## src/rtl/pipeline_hazard_ctrl_if.sv

```systemverilog
// Signal bundle between the pipeline datapath (master) and the hazard controller (slave).
// The forwarding selects are always present; they read as zero unless HAZARD_FORWARD_EN is built in.
interface pipeline_hazard_ctrl_if #(
    parameter int REGW = 4,
    parameter int CNTW = 16
);
    logic [REGW-1:0] id_rr1;
    logic [REGW-1:0] id_rr2;
    logic [REGW-1:0] id_rr3;
    logic            id_use1;
    logic            id_use2;
    logic            id_use3;
    logic [REGW-1:0] id_rd;
    logic            id_regwrite;
    logic            id_memread;
    logic            ex_jump_taken;
    logic            pc_write;
    logic            if_id_write;
    logic            if_id_flush;
    logic            id_ex_bubble;
    logic [1:0]      fwd_a;
    logic [1:0]      fwd_b;
    logic [1:0]      fwd_c;
    logic [2:0]      id_byp;
    logic [1:0]      state;
    logic [CNTW-1:0] stall_cnt;
    logic [CNTW-1:0] flush_cnt;

    modport master (
        output id_rr1, id_rr2, id_rr3, id_use1, id_use2, id_use3,
               id_rd, id_regwrite, id_memread, ex_jump_taken,
        input  pc_write, if_id_write, if_id_flush, id_ex_bubble,
               fwd_a, fwd_b, fwd_c, id_byp, state, stall_cnt, flush_cnt
    );

    modport slave (
        input  id_rr1, id_rr2, id_rr3, id_use1, id_use2, id_use3,
               id_rd, id_regwrite, id_memread, ex_jump_taken,
        output pc_write, if_id_write, if_id_flush, id_ex_bubble,
               fwd_a, fwd_b, fwd_c, id_byp, state, stall_cnt, flush_cnt
    );
endinterface

```

## src/rtl/pipeline_hazard_ctrl.sv

```systemverilog
// Hazard/sequencing controller: 3-slot destination scoreboard (EX, MEM, WB), stall and jump-flush
// control, saturating perf counters. Define HAZARD_FORWARD_EN to add EX forwarding and ID bypass.
module pipeline_hazard_ctrl #(
    parameter int REGW = 4,
    parameter int CNTW = 16
) (
    input logic clk,
    input logic rst,
    pipeline_hazard_ctrl_if.slave hz
);
    typedef enum logic [1:0] {RUN = 2'b00, STALL = 2'b01, FLUSH = 2'b10} state_t;

    state_t               state;
    logic                 ex_v, mem_v, wb_v;
    logic [REGW-1:0]      ex_rd, mem_rd, wb_rd;
    logic [2:0][REGW-1:0] src;
    logic [2:0]           src_use;
    logic [2:0]           hit_ex, hit_mem, hit_wb;
    logic                 hazard, jump, bubble;
    logic [CNTW-1:0]      stall_cnt, flush_cnt;
`ifdef HAZARD_FORWARD_EN
    logic                 ex_ld, mem_ld;
    logic [2:0][REGW-1:0] ex_src;
    logic [2:0]           ex_use;
    logic [2:0][1:0]      fwd;
`endif

    assign src     = {hz.id_rr3, hz.id_rr2, hz.id_rr1};
    assign src_use = {hz.id_use3, hz.id_use2, hz.id_use1};

    always_comb begin
        for (int j = 0; j < 3; j++) begin
            hit_ex[j]  = src_use[j] && ex_v  && (ex_rd  == src[j]);
            hit_mem[j] = src_use[j] && mem_v && (mem_rd == src[j]);
            hit_wb[j]  = src_use[j] && wb_v  && (wb_rd  == src[j]);
        end
    end

`ifdef HAZARD_FORWARD_EN
    // Only a load still in EX or MEM has no value to forward yet.
    assign hazard = (ex_ld && (|hit_ex)) || (mem_ld && (|hit_mem));

    always_comb begin
        for (int j = 0; j < 3; j++) begin
            fwd[j] = 2'b00;
            if (ex_use[j] && mem_v && !mem_ld && (mem_rd == ex_src[j]))
                fwd[j] = 2'b01;
            else if (ex_use[j] && wb_v && (wb_rd == ex_src[j]))
                fwd[j] = 2'b10;
        end
    end

    assign hz.fwd_a  = fwd[0];
    assign hz.fwd_b  = fwd[1];
    assign hz.fwd_c  = fwd[2];
    assign hz.id_byp = hit_wb;
`else
    // The register file writes at the edge, so a WB-slot producer is still unreadable from ID.
    assign hazard = |{hit_ex, hit_mem, hit_wb};

    assign hz.fwd_a  = 2'b00;
    assign hz.fwd_b  = 2'b00;
    assign hz.fwd_c  = 2'b00;
    assign hz.id_byp = 3'b000;
`endif

    // EX holds a bubble during FLUSH, so a jump request seen then is stale and ignored.
    assign jump   = hz.ex_jump_taken && (state != FLUSH);
    assign bubble = jump || hazard;

    // Flow control: pc_write / if_id_write are the "ready" back to fetch; the ID instruction is
    // accepted at an edge only when if_id_write=1 and if_id_flush=0, otherwise it is held or killed.
    always_comb begin
        hz.pc_write     = 1'b1;
        hz.if_id_write  = 1'b1;
        hz.if_id_flush  = 1'b0;
        hz.id_ex_bubble = 1'b0;
        if (rst) begin
            hz.pc_write     = 1'b0;
            hz.if_id_write  = 1'b0;
            hz.if_id_flush  = 1'b1;
            hz.id_ex_bubble = 1'b1;
        end else if (jump) begin
            hz.if_id_flush  = 1'b1;
            hz.id_ex_bubble = 1'b1;
        end else if (hazard) begin
            hz.pc_write     = 1'b0;
            hz.if_id_write  = 1'b0;
            hz.id_ex_bubble = 1'b1;
        end
    end

    always_ff @(posedge clk or posedge rst) begin
        if (rst) begin
            state     <= RUN;
            ex_v      <= 1'b0;
            mem_v     <= 1'b0;
            wb_v      <= 1'b0;
            ex_rd     <= '0;
            mem_rd    <= '0;
            wb_rd     <= '0;
            stall_cnt <= '0;
            flush_cnt <= '0;
`ifdef HAZARD_FORWARD_EN
            ex_ld     <= 1'b0;
            mem_ld    <= 1'b0;
            ex_src    <= '0;
            ex_use    <= 3'b000;
`endif
        end else begin
            wb_v   <= mem_v;
            wb_rd  <= mem_rd;
            mem_v  <= ex_v;
            mem_rd <= ex_rd;
            ex_v   <= hz.id_regwrite && !bubble;
            ex_rd  <= hz.id_rd;
`ifdef HAZARD_FORWARD_EN
            mem_ld <= ex_ld;
            ex_ld  <= hz.id_memread;
            ex_src <= src;
            ex_use <= bubble ? 3'b000 : src_use;
`endif
            if (jump)
                state <= FLUSH;
            else if (hazard)
                state <= STALL;
            else
                state <= RUN;

            if (jump) begin
                if (flush_cnt != '1)
                    flush_cnt <= flush_cnt + CNTW'(1);
            end else if (hazard) begin
                if (stall_cnt != '1)
                    stall_cnt <= stall_cnt + CNTW'(1);
            end
        end
    end

    assign hz.state     = state;
    assign hz.stall_cnt = stall_cnt;
    assign hz.flush_cnt = flush_cnt;
endmodule

```

## src/flat_wrapper.sv

```systemverilog
// flat-port wrapper written by rule: the top's interface ports become plain ports
module pipeline_hazard_ctrl_flat 
#(
    parameter int REGW = 4,
    parameter int CNTW = 16
)
  (clk, rst, hz_id_rr1, hz_id_rr2, hz_id_rr3, hz_id_use1, hz_id_use2, hz_id_use3, hz_id_rd, hz_id_regwrite, hz_id_memread, hz_ex_jump_taken, hz_pc_write, hz_if_id_write, hz_if_id_flush, hz_id_ex_bubble, hz_fwd_a, hz_fwd_b, hz_fwd_c, hz_id_byp, hz_state, hz_stall_cnt, hz_flush_cnt);
  pipeline_hazard_ctrl_if #(.REGW(REGW), .CNTW(CNTW)) hz_i ();
  input logic clk;
  input logic rst;
  input wire logic [$bits(hz_i.id_rr1)-1:0] hz_id_rr1;
  input wire logic [$bits(hz_i.id_rr2)-1:0] hz_id_rr2;
  input wire logic [$bits(hz_i.id_rr3)-1:0] hz_id_rr3;
  input wire logic [$bits(hz_i.id_use1)-1:0] hz_id_use1;
  input wire logic [$bits(hz_i.id_use2)-1:0] hz_id_use2;
  input wire logic [$bits(hz_i.id_use3)-1:0] hz_id_use3;
  input wire logic [$bits(hz_i.id_rd)-1:0] hz_id_rd;
  input wire logic [$bits(hz_i.id_regwrite)-1:0] hz_id_regwrite;
  input wire logic [$bits(hz_i.id_memread)-1:0] hz_id_memread;
  input wire logic [$bits(hz_i.ex_jump_taken)-1:0] hz_ex_jump_taken;
  output wire logic [$bits(hz_i.pc_write)-1:0] hz_pc_write;
  output wire logic [$bits(hz_i.if_id_write)-1:0] hz_if_id_write;
  output wire logic [$bits(hz_i.if_id_flush)-1:0] hz_if_id_flush;
  output wire logic [$bits(hz_i.id_ex_bubble)-1:0] hz_id_ex_bubble;
  output wire logic [$bits(hz_i.fwd_a)-1:0] hz_fwd_a;
  output wire logic [$bits(hz_i.fwd_b)-1:0] hz_fwd_b;
  output wire logic [$bits(hz_i.fwd_c)-1:0] hz_fwd_c;
  output wire logic [$bits(hz_i.id_byp)-1:0] hz_id_byp;
  output wire logic [$bits(hz_i.state)-1:0] hz_state;
  output wire logic [$bits(hz_i.stall_cnt)-1:0] hz_stall_cnt;
  output wire logic [$bits(hz_i.flush_cnt)-1:0] hz_flush_cnt;
  assign hz_i.id_rr1 = hz_id_rr1;
  assign hz_i.id_rr2 = hz_id_rr2;
  assign hz_i.id_rr3 = hz_id_rr3;
  assign hz_i.id_use1 = hz_id_use1;
  assign hz_i.id_use2 = hz_id_use2;
  assign hz_i.id_use3 = hz_id_use3;
  assign hz_i.id_rd = hz_id_rd;
  assign hz_i.id_regwrite = hz_id_regwrite;
  assign hz_i.id_memread = hz_id_memread;
  assign hz_i.ex_jump_taken = hz_ex_jump_taken;
  assign hz_pc_write = hz_i.pc_write;
  assign hz_if_id_write = hz_i.if_id_write;
  assign hz_if_id_flush = hz_i.if_id_flush;
  assign hz_id_ex_bubble = hz_i.id_ex_bubble;
  assign hz_fwd_a = hz_i.fwd_a;
  assign hz_fwd_b = hz_i.fwd_b;
  assign hz_fwd_c = hz_i.fwd_c;
  assign hz_id_byp = hz_i.id_byp;
  assign hz_state = hz_i.state;
  assign hz_stall_cnt = hz_i.stall_cnt;
  assign hz_flush_cnt = hz_i.flush_cnt;
  pipeline_hazard_ctrl #(.REGW(REGW), .CNTW(CNTW)) u_core (.clk(clk), .rst(rst), .hz(hz_i));
endmodule
```

## config.mk

```make
export PLATFORM = sky130hd
export DESIGN_NAME = pipeline_hazard_ctrl_flat
export DESIGN_NICKNAME = d
export VERILOG_FILES = /design/src/rtl/pipeline_hazard_ctrl_if.sv /design/src/rtl/pipeline_hazard_ctrl.sv /design/src/flat_wrapper.sv
export SDC_FILE = /design/constraint.sdc
export NUM_CORES = 1
export LEC_CHECK = 0
export ABC_AREA = 1
export CAP_MARGIN = 10
export CORE_MARGIN = 2
export CORE_UTILIZATION = 45
export CTS_CLUSTER_DIAMETER = 60
export DETAILED_ROUTE_END_ITERATION = 10
export GPL_ROUTABILITY_DRIVEN = 0
export PLACE_DENSITY = 0.84
export SLEW_MARGIN = 30
export SYNTH_ARGS = -nofsm -noshare
export SYNTH_HDL_FRONTEND = slang
export SYNTH_SLANG_ARGS = --single-unit
```

## constraint.sdc

```tcl
create_clock -name clk -period 7.3 [get_ports clk]
set_clock_uncertainty 0.2 [all_clocks]
set_input_delay 1.825 -clock clk [delete_from_list [all_inputs] [get_ports clk]]
set_output_delay 1.825 -clock clk [all_outputs]
set_load 0.01 [all_outputs]
```

==> impl_metrics.json <==
{
  "postCtsHoldBufs": 0,
  "post_synth_main_area_contributors": "dfrtp_1, nand2_1, nand3_1, inv_1, nor2_1",
  "cap_violations": 0,
  "layout.nets": 502,
  "die_x_um": 85.0,
  "global_routing_usage_summed_across_all_routing_layers_pct": 20.1,
  "wirelength_um": 7220,
  "cp-start-kind": "primary input",
  "wl_per_cell_um": 13.0,
  "run_status": "finished clean",
  "setup_total_negative_slack_ns": 0,
  "synthesized_area_sq_mm": 0.00295,
  "synth_largest_type_area_fraction_pct": 41.5,
  "routed_via_density": 5.10,
  "slowest_stage": "clkdlybuf4s50_1",
  "finish.utilization_pct": 58.6,
  "met1_length_um": 3040,
  "synthArstFlopShare_pct": 100,
  "critical_path_cell_by_cell": "clkdlybuf4s50_1 > inv_1 > nand2_1 > nand2_1 > nand3b_1 > nor2_1 > nor2_1 > nand3_2 > nand2_1 > inv_1 > nor2_1 > clkdlybuf4s50_1",
  "synth_cell_types": 26,
  "power-per-cell-area_mw_per_mm2": 214,
  "detailedPlacementHpwl_um": 5440,
  "path_clk_slew_ns": 0.09,
  "critPathCaptureType": "output port",
  "clock_tree.htree_level_count": 2,
  "final_area_sq_mm": 0.00372,
  "synth_ff_type": "dfrtp_1",
  "finalHoldViolCount": 0,
  "leakagePower_nw": 1.89,
  "synth_largest_area_cell": "dfrtp_1",
  "dieArea_sq_mm": 0.00723,
  "layout_commonest_cell": "nand2_1",
  "ant_nets": 0,
  "period_minus_slack_ns": 6.14,
  "cts.path.max_buffers": 2,
  "synth_edf_count": 0,
  "num_antenna_cells": 0,
  "drt_drc_violations_left": 0,
  "power.total_uw": 797,
  "worstRegToRegCells": 10,
  "fp.coreArea_sq_mm": 0.00635,
  "grt_first_pass_wirelength_um": 12100,
  "detailroute.wirelength.met2_um": 3540,
  "yosys_register_bits": 49,
  "worstReg2RegStart": "u_core.hz.flush_cnt[0]",
  "power.ir.vdd_worst_v": 0.000210,
  "rows": 29,
  "wl_met3_um": 503,
  "reg2reg_setup_slack_ns": 5.25,
  "cts_num_sinks": 49,
  "crit_path_start": "hz_id_rr3[1]",
  "crit_path_max_incr_delay_ns": 0.56,
  "yosys_warnings": 0,
  "insertion_delay_ns": 0.30,
  "worst_ep_required_time_ns": 5.28,
  "rsz0062_at_grt": "no",
  "cts_tree": "done",
  "syn_to_final_growth_pct": 26.0,
  "dr_total_vias": 2827,
  "starting_utilization_of_the_core_area_pct": 46.5,
  "cts_inserted_buffers": 5,
  "final.fill_count": 567,
  "holdWs_ns": 0.179,
  "layout_common_cells": "nand2_1, clkdlybuf4s50_1, dfrtp_1, inv_1, nor2_1",
  "min_path_type": "flop to flop",
  "reg2reg_to": "u_core.hz.flush_cnt[14]",
  "finalSetupViolCount": 0,
  "fin_crit_sh_pct": 84.1,
  "ctsResizeCount": 0,
  "syn_inst": 413,
  "grt_max_degree": 50,
  "timing.critical_path.fanout_max": 12,
  "drt_pre_antenna_iters": 5,
  "synth_seq_area_share_pct": 41.5,
  "detailed_place.area_sq_mm": 0.00359,
  "floorplan.die.height_um": 85.0,
  "gr-total-overflow": 0,
  "category_of_the_critical_setup_timing_path": "primary input to output port",
  "crit_path_end": "hz_if_id_write",
  "avgSynthCellArea_sq_um": 7.15,
  "max_freq_mhz": 163,
  "design.portCount": 71,
  "antenna_found_initial": 0,
  "final_layout_size_suffix_gt1_share_pct": 3.98,
  "cp.arrival_ns": 4.12,
  "clockRootBuffer": "clkbuf_8",
  "highest_signal_layer_in_the_routed_design": "met4",
  "initial_detailed_routing_violation_count": 132,
  "port_buffers": 60,
  "cts_setup_buffers": 0,
  "relSlewSlack_pct": 59.4,
  "worst-slew-pin-transition_ns": 0.609,
  "maxSlewViolCount": 0,
  "number_of_global_route_vias_before_repair": 2749
}
-- synth_stat cells, types with 2 or more instances --
cell	n
a21oi_1	3
buf_2	2
buf_4	11
dfrtp_1	49
ha_1	2
inv_1	49
nand2_1	142
nand2_2	2
nand3_1	41
nand4_1	5
nor2_1	48
nor3_1	10
o21ai_0	8
xnor2_1	12
xor2_1	18
-- where the power goes --
part | internal [mW] | switching (mW)
clock network | 0.136 | 0.0879
logic | 0.108 | 0.110
registers | 0.307 | 0.0481
-- metal layers --
metal	vias to the layer above	track usage, %
met5	-	0
met4	0	7.50
met3	16	4.67
met2	119	34.9
met1	1313	24.3
li1	1379	-
-- registers in the layout, indices dropped and copies added (netlist names) --
name / count
u_core.hz.flush_cnt: 16
u_core.hz.stall_cnt: 16
u_core.ex_rd: 4
u_core.mem_rd: 4
u_core.wb_rd: 4
u_core.hz.state: 2
u_core.ex_v: 1
u_core.mem_v: 1
u_core.wb_v: 1
-- area by class of cell --
type	count	area (sq um)	area share, %
tap	77	96.3	2.59
sequential	49	1230	32.9
timing repair buffer	62	616	16.5
multi-input combinational	308	1460	39.3
clock inverter	3	65.1	1.75
clock buffer	5	68.8	1.85
inverter	50	188	5.04
-- worst max-delay path: cells and delay by family --
kind / cells / cell delay (ns)
buffers and inverters: 4 / 1.24
AND/OR/NAND/NOR: 8 / 1.04
-- per-stage QoR --
step                std cells  setup WS [ns]
floorplan                 421           1.74
global placement          546           1.21
global route              554           1.02
CTS                       554           1.19
detailed placement        546           1.22
finish                    554           1.16
-- worst min path at each step --
stage,startpoint,end,slack [ns],cells past startpoint
2_1_floorplan,u_core.mem_rd[3],u_core.wb_rd[3],0.15,0
3_3_place_gp,u_core.mem_rd[3],u_core.wb_rd[3],0.16,0
3_5_place_dp,u_core.mem_rd[3],u_core.wb_rd[3],0.16,0
4_1_cts,u_core.mem_rd[3],u_core.wb_rd[3],0.18,0
5_1_grt,u_core.mem_rd[3],u_core.wb_rd[3],0.20,0
6_report,u_core.mem_rd[3],u_core.wb_rd[3],0.18,0
-- logic make-up after synthesis --
family / synth area share (%)
compound gates: 2.41
xor+xnor: 8.89
fa+ha+maj: 0.847
buf+inv: 10.0
flops: 41.5
other cells: 0.127
simple gates: 36.2
Note: power is estimated with default switching activity, not from simulation.
